--- config.mk ---
export PLATFORM = sky130hd
export DESIGN_NAME = pc_unit
export DESIGN_NICKNAME = d
export VERILOG_FILES = /design/src/rtl/pc_unit.sv
export SDC_FILE = /design/constraint.sdc
export NUM_CORES = 1
export LEC_CHECK = 0
export BUFFER_PORTS_ARGS = -buffer_cell sky130_fd_sc_hd__buf_2
export CAP_MARGIN = 20
export CORE_UTILIZATION = 61
export CTS_CLUSTER_SIZE = 24
export DETAILED_ROUTE_END_ITERATION = 10
export PLACE_DENSITY = 0.79
export SLEW_MARGIN = 30
export SYNTH_ARGS = -nofsm -noshare
export SYNTH_HDL_FRONTEND = slang
export SYNTH_SLANG_ARGS = --single-unit
export TNS_END_PERCENT = 100
--- constraint.sdc ---
create_clock -name clk -period 4.1 [get_ports clk]
set_input_delay 1.025 -clock clk [delete_from_list [all_inputs] [get_ports clk]]
set_output_delay 1.025 -clock clk [all_outputs]
set_load 0.05 [all_outputs]
--- src/rtl/pc_unit.sv ---
`default_nettype none
// +----------------------------------------------------------------------------+
// | pc_unit: fetch-stage program counter with byte stepping, stall, redirects, |
// |          trap vector, circular return-address stack and misalign check.   |
// | Revision: 1.0                                                              |
// +----------------------------------------------------------------------------+
module pc_unit #(
   parameter int               WIDTH     = 32,
   parameter int               STEP      = 4,
   parameter logic [WIDTH-1:0] RESET_VEC = '0,
   parameter logic [WIDTH-1:0] TRAP_VEC  = WIDTH'(32'h100),
   parameter int               RAS_DEPTH = 4
) (
   input  logic             clk,
   input  logic             rst_n,
   input  logic             stall,
   input  logic             trap,
   input  logic             branch,
   input  logic             br_rel,
   input  logic [WIDTH-1:0] br_addr,
   input  logic             link,
   input  logic             ret,
   output logic [WIDTH-1:0] pc_out,
   output logic             ras_empty,
   output logic             ras_full,
   output logic             misalign,
   output logic             ras_uflow
);

   localparam int c_ptr_w = (RAS_DEPTH > 1) ? $clog2(RAS_DEPTH) : 1;
   localparam int c_cnt_w = $clog2(RAS_DEPTH + 1);

   localparam logic [WIDTH-1:0]   c_step       = WIDTH'(STEP);
   localparam logic [WIDTH-1:0]   c_align_mask = WIDTH'(STEP - 1);
   localparam logic [c_cnt_w-1:0] c_depth      = c_cnt_w'(RAS_DEPTH);
   localparam logic [c_cnt_w-1:0] c_cnt_one    = c_cnt_w'(1);
   localparam logic [c_ptr_w-1:0] c_ptr_last   = c_ptr_w'(RAS_DEPTH - 1);
   localparam logic [c_ptr_w-1:0] c_ptr_one    = c_ptr_w'(1);

   logic [WIDTH-1:0]   r_pc;
   logic [c_ptr_w-1:0] r_tp;
   logic [c_cnt_w-1:0] r_cnt;
   logic [WIDTH-1:0]   r_ras [RAS_DEPTH];
   logic               r_misalign;
   logic               r_ras_uflow;

   logic [WIDTH-1:0]   w_seq;
   logic [WIDTH-1:0]   w_target;
   logic               w_target_mis;
   logic               w_active;
   logic               w_push;
   logic               w_pop;
   logic               w_ras_empty;
   logic [c_ptr_w-1:0] w_tp_inc;
   logic [c_ptr_w-1:0] w_tp_dec;

   assign w_seq        = r_pc + c_step;
   assign w_target     = br_rel ? (r_pc + br_addr) : br_addr;
   assign w_target_mis = |(w_target & c_align_mask);
   assign w_ras_empty  = (r_cnt == '0);

   // Only a cycle free of trap and stall may touch the RAS.
   assign w_active = !trap && !stall;
   assign w_push   = w_active && branch && link && !w_target_mis;
   assign w_pop    = w_active && !branch && ret && !w_ras_empty;

   // tp indexes the top entry; pushes pre-increment, so a full push overwrites the oldest.
   assign w_tp_inc = (r_tp == c_ptr_last) ? '0 : (r_tp + c_ptr_one);
   assign w_tp_dec = (r_tp == '0) ? c_ptr_last : (r_tp - c_ptr_one);

   always_ff @(posedge clk) begin
      if (w_push) begin
         r_ras[w_tp_inc] <= w_seq;
      end
   end

   always_ff @(posedge clk or negedge rst_n) begin
      if (!rst_n) begin
         r_pc        <= RESET_VEC;
         r_tp        <= '0;
         r_cnt       <= '0;
         r_misalign  <= 1'b0;
         r_ras_uflow <= 1'b0;
      end else begin
         r_misalign  <= 1'b0;
         r_ras_uflow <= 1'b0;
         if (trap) begin
            r_pc <= TRAP_VEC;
         end else if (stall) begin
            r_pc <= r_pc;
         end else if (branch) begin
            if (w_target_mis) begin
               r_pc       <= TRAP_VEC;
               r_misalign <= 1'b1;
            end else begin
               r_pc <= w_target;
            end
            if (w_push) begin
               r_tp <= w_tp_inc;
               if (r_cnt != c_depth) begin
                  r_cnt <= r_cnt + c_cnt_one;
               end
            end
         end else if (ret) begin
            if (w_pop) begin
               r_pc  <= r_ras[r_tp];
               r_tp  <= w_tp_dec;
               r_cnt <= r_cnt - c_cnt_one;
            end else begin
               r_pc        <= w_seq;
               r_ras_uflow <= 1'b1;
            end
         end else begin
            r_pc <= w_seq;
         end
      end
   end

   assign pc_out    = r_pc;
   assign ras_empty = w_ras_empty;
   assign ras_full  = (r_cnt == c_depth);
   assign misalign  = r_misalign;
   assign ras_uflow = r_ras_uflow;

endmodule
`default_nettype wire

==> flow_metrics.py <==
metrics = {
    "critical_path": {
        "path_delay_family": "compound AO/OA/AOI/OAI gates",
        "r2r_start": "pc_out[0]",
        "critical_path_class": "in2reg",
        "cp_num_buf_inv": 2,
        "critPathLaunchType": "input port",
        "startpoint": "br_addr[0]",
        "cp_cell_sequence": "buf_2, ha_1, inv_1, fa_1, nor2b_1, o2111ai_1, a21oi_1, o31a_1, o2111ai_2, a21oi_2, o21ai_0, a32o_1, nor3_1",
        "crit_arrival_ps": 3620,
        "critPathMaxStageDelay_ps": 410,
        "worstPathRequired_ps": 4440,
        "crit_path_max_fanout": 4,
        "cp-end-kind": "register",
        "cp_slowest_cell": "fa_1",
    },
    "clock_network": {
        "cts.sinks": 167,
        "postCtsSetupRepairBufs": 0,
        "insertion_delay_ps": 430,
        "cts_tree": "done",
        "numCtsBuffers": 17,
        "clock-root-buffer": "clkbuf_16",
        "clkTransAtPathRegs_ps": 70,
        "cts_max_level": 4,
        "hold_buffers": 0,
        "post_cts_resized": 0,
        "ctsLongestPathBuffers": 2,
    },
    "run_status": {
        "status": "complete, no violations",
    },
    "cells_and_area": {
        "drive_above_1_share": 0.204,
        "fill_cells": 1071,
        "area_growth_pct": 12.2,
        "final_nets": 954,
        "stdcell_area_sq_mm": 0.0106,
        "antenna_cells": 0,
    },
    "yosys": {
        "yosysSeqAreaShare": 0.508,
        "ys.flop_type": "edfxtp_1",
        "synth_top_cell_area_share": 0.405,
        "synth.area.top_cells": "edfxtp_1 (41%), dfrtp_1 (10%), mux4_2 (7.6%)",
        "syn_nets": 884,
        "synth.distinct_cells": 78,
        "ys.warnings.count": 0,
        "synthTopCellsByCount": "edfxtp_1 (128), nand2_1 (79), a21oi_1 (74)",
        "ys_async_sr_fraction": 0.234,
        "ys_ff_latch": 167,
        "netlist_instances": 805,
        "synth_edf_count": 128,
        "syn_area_per_cell_sq_um": 11.8,
        "synth_top_area_cell": "edfxtp_1",
        "synth_most_common_cell": "edfxtp_1",
        "synthesis.area_sq_mm": 0.00948,
    },
    "sta": {
        "finalClockSkew_ps": 10.2,
        "finalSetupViolations": 0,
        "whs_ps": 477,
        "hold_violations": 0,
        "rsz0062_at_grt": "no",
        "finalSetupTns_ps": 0,
        "worst_pin_slew_ps": 977,
        "slew_viol_final": 0,
        "min_period_over_period": 0.800,
        "maxSlewHeadroom": 0.348,
        "fin_crit_ps": 3280,
        "fmax_mhz": 305,
    },
    "power": {
        "p_sw_w": 0.00143,
        "p_seq_frac": 0.424,
        "p_leak_nw": 4.30,
        "peakVddDrop_mv": 0.380,
        "sw_frac_of_total": 0.303,
        "combinationalPowerShare": 0.246,
        "power.density_mw_per_mm2": 444,
        "p_clk_frac": 0.330,
        "p_int_w": 0.00330,
    },
    "floorplanning": {
        "rows": 45,
        "ios": 76,
        "die_y_um": 127,
        "core_area_sq_mm": 0.0152,
        "dieArea_sq_mm": 0.0160,
        "initial_core_util": 0.624,
        "die_x_um": 127,
    },
    "route": {
        "drt.antenna.violating_nets": 0,
        "via_count": 7486,
        "drtIter0Drc": 1075,
        "wl_per_cell_um": 24.7,
        "finalWirelength_mm": 26.5,
        "route.detailed.drc": 0,
        "drt_pass1_iterations": 6,
        "viasPerCell": 6.96,
    },
    "placement": {
        "io_buffers": 75,
        "gp_congestion": 0.937,
        "dpl-instance-area_sq_mm": 0.0100,
        "dp_hpwl_mm": 18.3,
    },
    "hold_path": {
        "min-delay-start": "r_cnt[2]",
        "hold_class": "reg2reg",
    },
    "global_route": {
        "grt_max_degree": 40,
        "grt_usage": 0.344,
        "overflow": 0,
        "grt_pass1_wl_mm": 40.7,
        "antenna_found_initial": 0,
        "grt_pass1_vias": 7119,
    },
    "flow_run": {
        "maxCapViolCount": 0,
    },
}
placed cells by master (no fill, tap or decap), types with 30 or more instances in the layout:
cell and count:
edfxtp_1 128, nand2_1 79, a21oi_1 74, buf_2 74
nor2_1 49, dfrtp_1 38, ha_1 37, xnor2_1 33
mux4_2 32, o21ai_0 30
registers in the layout (all words and copies together) (netlist names):
register / count
r_tp: 2
r_cnt: 3
r_ras: 128
ras_uflow: 1
pc_out: 32
misalign: 1
worst paths after layout:
kind,endpoint,slack (ps),depth (start not counted)
max in group asynchronous,r_tp[0],3080,1
hold / removal,r_cnt[2],480,1
setup / recovery,pc_out[30],820,13
min in group asynchronous,pc_out[31],600,1
hold reg to reg,r_cnt[2],480,1
setup reg to reg,pc_out[30],910,12
metal layers:
metal,up-vias,global-route usage,part of all wire
met3,60,0.0620,0.12
met4,0,0.113,0.022
met1,3627,0.508,0.41
met5,-,0,0
met2,561,0.521,0.46
li1,3238,-,-
kinds of logic (layout without fill, tap and decap cells):
logic type	after synthesis	count (layout)	share of synthesized area
and+or+nand+nor	228	228	0.118
muxes	40	40	0.0846
xor gates and xnor gates	52	52	0.0480
DFF	167	167	0.508
buffers and inverters	60	142	0.0317
AOI/OAI and AO/OA	219	219	0.157
adders and majority gates	39	39	0.0530
area by class of cell:
| class | count | area (sq um) | area share |
|---|---|---|---|
| timing repair buffer | 98 | 596 | 0.0560 |
| clock buffer | 20 | 447 | 0.0420 |
| clock inverter | 11 | 123 | 0.0115 |
| multi-input combinational | 578 | 4370 | 0.411 |
| tap | 188 | 235 | 0.0221 |
| sequential | 167 | 4820 | 0.453 |
| inverter | 13 | 48.8 | 0.00459 |
per-stage QoR:
step / total power (W) / cells / setup slack (ps) / util
2_1_floorplan: 0.00284 / 805 / 458 / -
4_1_cts: 0.00468 / 1074 / 840 / 0.698
5_1_grt: 0.00489 / 1075 / 589 / 0.700
3_3_place_gp: 0.00311 / 1043 / 441 / 0.660
3_5_place_dp: 0.00314 / 1043 / 400 / 0.660
6_report: 0.00473 / 1075 / 821 / 0.700
power groups by stage:
stage               Sequential [W]  Clock, W  Combinational (W)
floorplan                  0.00204         0           0.000800
global placement           0.00207         0            0.00104
detailed placement         0.00208         0            0.00106
CTS                        0.00204   0.00156            0.00107
global route               0.00202   0.00163            0.00124
finish                     0.00200   0.00156            0.00116
Power figures use the tool's default switching activity.
